`config.mk`:
```
export PLATFORM = sky130hd
export DESIGN_NAME = cmn_sync_fifo
export DESIGN_NICKNAME = d
export VERILOG_FILES = /design/src/rtl/cmn_sync_fifo.sv
export SDC_FILE = /design/constraint.sdc
export NUM_CORES = 1
export LEC_CHECK = 0
export CAP_MARGIN = 5
export CORE_ASPECT_RATIO = 1.5
export CORE_MARGIN = 2
export CORE_UTILIZATION = 45
export CTS_CLUSTER_DIAMETER = 100
export CTS_CLUSTER_SIZE = 28
export DETAILED_ROUTE_END_ITERATION = 10
export MAX_ROUTING_LAYER = met4
export PLACE_DENSITY_LB_ADDON = 0.1
export SYNTH_ARGS = -nofsm -noshare
export SYNTH_HDL_FRONTEND = slang
export SYNTH_SLANG_ARGS = --single-unit
```
`constraint.sdc`:
```
create_clock -name clk -period 3.6 [get_ports clk]
set_input_delay 0.54 -clock clk [delete_from_list [all_inputs] [get_ports clk]]
set_output_delay 0.54 -clock clk [all_outputs]
set_load 0.005 [all_outputs]
```
`src/rtl/cmn_sync_fifo.sv`:
```
// Synchronous first-word-fall-through FIFO with threshold flags and sticky overflow/underflow status.
// Latency: a word written at edge N is visible on out_data/out_valid right after edge N; no same-cycle bypass.
// Backpressure: in_ready drops when full or in reset; it depends only on the registered count, never on out_ready.
module cmn_sync_fifo #(
    parameter int DATA_W    = 8,
    parameter int DEPTH     = 16,        // must be a power of two, >= 2
    parameter int AFULL_TH  = DEPTH - 2,
    parameter int AEMPTY_TH = 2
) (
    input  logic                     clk,
    input  logic                     rst,
    input  logic                     flush,
    input  logic                     in_valid,
    input  logic [DATA_W-1:0]        in_data,
    output logic                     in_ready,
    output logic                     out_valid,
    output logic [DATA_W-1:0]        out_data,
    input  logic                     out_ready,
    output logic [$clog2(DEPTH):0]   count,
    output logic                     almost_full,
    output logic                     almost_empty,
    output logic                     ovf_sticky,
    output logic                     udf_sticky
);

    localparam int PTR_W = $clog2(DEPTH);
    localparam int CNT_W = PTR_W + 1;

    localparam logic [CNT_W-1:0] CNT_FULL  = CNT_W'(DEPTH);
    localparam logic [CNT_W-1:0] CNT_AFULL = CNT_W'(AFULL_TH);
    localparam logic [CNT_W-1:0] CNT_AEMPT = CNT_W'(AEMPTY_TH);

    // Storage is deliberately left out of reset; only the bookkeeping is cleared.
    logic [DATA_W-1:0] mem [DEPTH];

    logic [PTR_W-1:0] wr_ptr;
    logic [PTR_W-1:0] rd_ptr;
    logic [CNT_W-1:0] cnt_q;
    logic             ovf_q;
    logic             udf_q;

    logic full;
    logic empty;
    logic push;
    logic pop;

    // full/empty come from the registered count only, so in_ready has no path from out_ready.
    assign full  = (cnt_q == CNT_FULL);
    assign empty = (cnt_q == '0);

    assign in_ready  = !full && !rst;
    assign out_valid = !empty && !rst;
    assign out_data  = mem[rd_ptr];

    // flush wins over any handshake in the same cycle; the offered word is dropped.
    assign push = in_valid && in_ready && !flush;
    assign pop  = out_valid && out_ready && !flush;

    // Status outputs are forced to their idle values for as long as reset is held.
    assign count        = rst ? '0 : cnt_q;
    assign almost_full  = !rst && (cnt_q >= CNT_AFULL);
    assign almost_empty = rst || (cnt_q <= CNT_AEMPT);
    assign ovf_sticky   = !rst && ovf_q;
    assign udf_sticky   = !rst && udf_q;

    // Pointer, occupancy and sticky-flag state; reset and flush clear the same set of registers.
    always_ff @(posedge clk) begin
        if (rst || flush) begin
            wr_ptr <= '0;
            rd_ptr <= '0;
            cnt_q  <= '0;
            ovf_q  <= 1'b0;
            udf_q  <= 1'b0;
        end else begin
            if (push) begin
                wr_ptr <= wr_ptr + PTR_W'(1);
            end
            if (pop) begin
                rd_ptr <= rd_ptr + PTR_W'(1);
            end
            case ({push, pop})
                2'b10:   cnt_q <= cnt_q + CNT_W'(1);
                2'b01:   cnt_q <= cnt_q - CNT_W'(1);
                default: cnt_q <= cnt_q;
            endcase
            if (in_valid && !in_ready) begin
                ovf_q <= 1'b1;
            end
            if (out_ready && !out_valid) begin
                udf_q <= 1'b1;
            end
        end
    end

    // Write port: the slot under wr_ptr takes the payload on an accepted push.
    always_ff @(posedge clk) begin
        if (push) begin
            mem[wr_ptr] <= in_data;
        end
    end

endmodule

```
==> flow_summary.json <==
{
  "ctsHtreeMaxLevel": 4,
  "clkSinkCount": 147,
  "syn_inst": 326,
  "ant_nets": 0,
  "ys_seq_area_share_pct": 68.9,
  "drv_cap": 0,
  "tightest_slew_ns": 0.738,
  "num_vias": 3161,
  "maxSlewHeadroom_pct": 50.7,
  "cts_tree": "yes",
  "p_per_area_mw_per_mm2": 511,
  "total_leakage_power_nw": 2.48,
  "critPathMaxFanout": 22,
  "finalCritPeriodShare_pct": 94.5,
  "grt_antenna_before_repair": 0,
  "synthDistinctLibCells": 45,
  "clock_path_buffers": 2,
  "cts_resized": 0,
  "placementRows": 52,
  "setup_viol": 0,
  "fin_skew_ns": 0.00941,
  "start_util_pct": 45.8,
  "final_cells": 556,
  "dieArea_mm2": 0.0146,
  "period_minus_slack_ns": 3.40,
  "viasPerCell": 5.69,
  "die_h_um": 147,
  "slew_viol_final": 0,
  "cp.arrival_ns": 2.86,
  "n_antenna_cell": 0,
  "final_hold_viol_count": 0,
  "cts_buffers": 17,
  "rsz0062_at_grt": "no",
  "n_fill_cell": 1068,
  "ios": 32,
  "syn_nets": 347,
  "min_path_type": "reg2reg",
  "fmax_mhz": 294,
  "yosysWarnings": 0,
  "overflow": 0,
  "clk_latency_ns": 0.42,
  "crit_path_start_kind": "flop",
  "grt_pass1_wl_um": 19000,
  "cts.clk_slew.worst_paths_ns": 0.06,
  "async_flop_share_pct": 0,
  "ys_ff_latch": 147,
  "avgSynthCellArea_um2": 18.8,
  "finalNetCount": 402,
  "cts_setup_buffers": 0,
  "drt_first_pass_iters": 4,
  "gp_congestion": 0.791,
  "first_iter_violations": 154,
  "setup.worst_path.class": "reg2out",
  "syn-cell-area_mm2": 0.00613,
  "wl_um": 12400,
  "critPathCaptureType": "output port",
  "hold_buffers": 0,
  "port_buffers": 31,
  "drcViolationCount": 0,
  "core_mm2": 0.0134,
  "die_w_um": 99.3,
  "critPathRequiredTime_ns": 3.06,
  "synth_edf_count": 128,
  "dp_hpwl_um": 8180,
  "drive_gt1_share_pct": 18.3,
  "rrSetupSlack_ns": 0.81,
  "wl_per_cell_um": 22.3,
  "track_usage_pct": 18.7,
  "cts_root_buf": "clkbuf_16",
  "worst_ir_drop_vdd_mv": 0.316,
  "grt_max_degree": 23,
  "holdWs_ns": 0.464,
  "synth_top_flop_cell": "edfxtp_1",
  "setup_tns_ns": 0,
  "grt_pass1_vias": 3275,
  "place_inst": 524,
  "status": "finished clean",
  "syn_to_final_growth_pct": 20.2
}
through the flow:
step                      setup WS [ns]  instance area (µm²)  util [%]  power [mW]
after floorplan                   0.792                 6130         -        1.93
after global placement            0.518                 6730      50.2        1.98
after detailed placement          0.511                 6730      50.2        1.98
after CTS                         0.166                 7370      55.0        3.79
after global routing              0.125                 7370      55.0        3.87
final                             0.197                 7370      55.0        3.77
kinds of logic after synthesis:
kind of cell,synth area share [%]
multiplexers,18.0
adder cells (fa/ha/maj),1.63
flip-flops,68.9
AND/OR/NAND/NOR,5.67
AO/OA/AOI/OAI,2.73
XOR/XNOR,1.00
buffers and inverters,2.12
where the power goes:
part           switching, mW  internal [mW]
clock network          0.704           1.12
registers            0.00365           1.86
logic                 0.0468         0.0364
total                  0.754           3.01
cell usage in the layout (no fill, tap or decap), drive strengths merged, types with 3 or more instances in the layout:
cell and count:
mux4 40, dfxtp 19, ha 8, clkinv 6, nor2b 7, buf 24, nand2 8, nor3 7
nand3 6, edfxtp 128, clkdlybuf4s50 31, nor2 30, a21oi 4, o21ai 3, clkbuf 23, xor2 4
mux2i 8, xnor2 3, inv 8
cell usage after synthesis, types with 4 or more instances:
master	number	share of area [%]
nor3_1	7	0.57
nand3_1	6	0.49
mux4_2	8	2.9
nand2_1	8	0.49
buf_1	4	0.24
mux4_1	32	14
inv_1	5	0.31
dfxtp_1	19	6.2
mux2i_1	8	1.3
xor2_1	4	0.57
nor2_1	30	1.8
nor2b_1	7	0.71
a21oi_1	4	0.33
edfxtp_1	128	63
clkbuf_1	10	0.61
ha_1	8	1.6
flip-flops by register name (all words and copies together), names as in the netlist, named ones only:
signal,count
mem,128
cnt_q,5
rd_ptr,4
wr_ptr,4
ovf_q,1
udf_q,1
area by class of cell:
class                           instances  area [µm²]  area share [%]
Clock buffer                           23         564            7.66
Clock inverter                          9        76.3            1.04
Inverter                                5        18.8           0.255
Multi-Input combinational cell        155        1780            24.1
Sequential cell                       147        4230            57.3
Tap cell                              162         203            2.75
Timing Repair Buffer                   55         503            6.83
layer usage:
layer / wire length [µm] / track usage, % / vias up
met5: 0 / - / -
met4: 233 / 6.99 / 0
met3: 477 / 4.19 / 18
met2: 6740 / 32.2 / 83
met1: 4970 / 21.1 / 1621
li1: - / - / 1439
worst max-delay path: stages (launching register included):
cell and delay (ns):
dfxtp_2 0.56, buf_12 0.26, mux4_1 0.62, mux4_2 0.50, clkdlybuf4s50_1 0.48
worst paths after layout:
path                           from                endpoint  cells past startpoint
max                            flop             out_data[3]                      4
min reg2reg  rd_ptr[3]$_SDFFE_PP0P_  rd_ptr[3]$_SDFFE_PP0P_                      1
max reg2reg   cnt_q[1]$_SDFFE_PP0P_   cnt_q[4]$_SDFFE_PP0P_                     10
min          rd_ptr[3]$_SDFFE_PP0P_  rd_ptr[3]$_SDFFE_PP0P_                      1
Note: power is estimated with default switching activity, not from simulation.
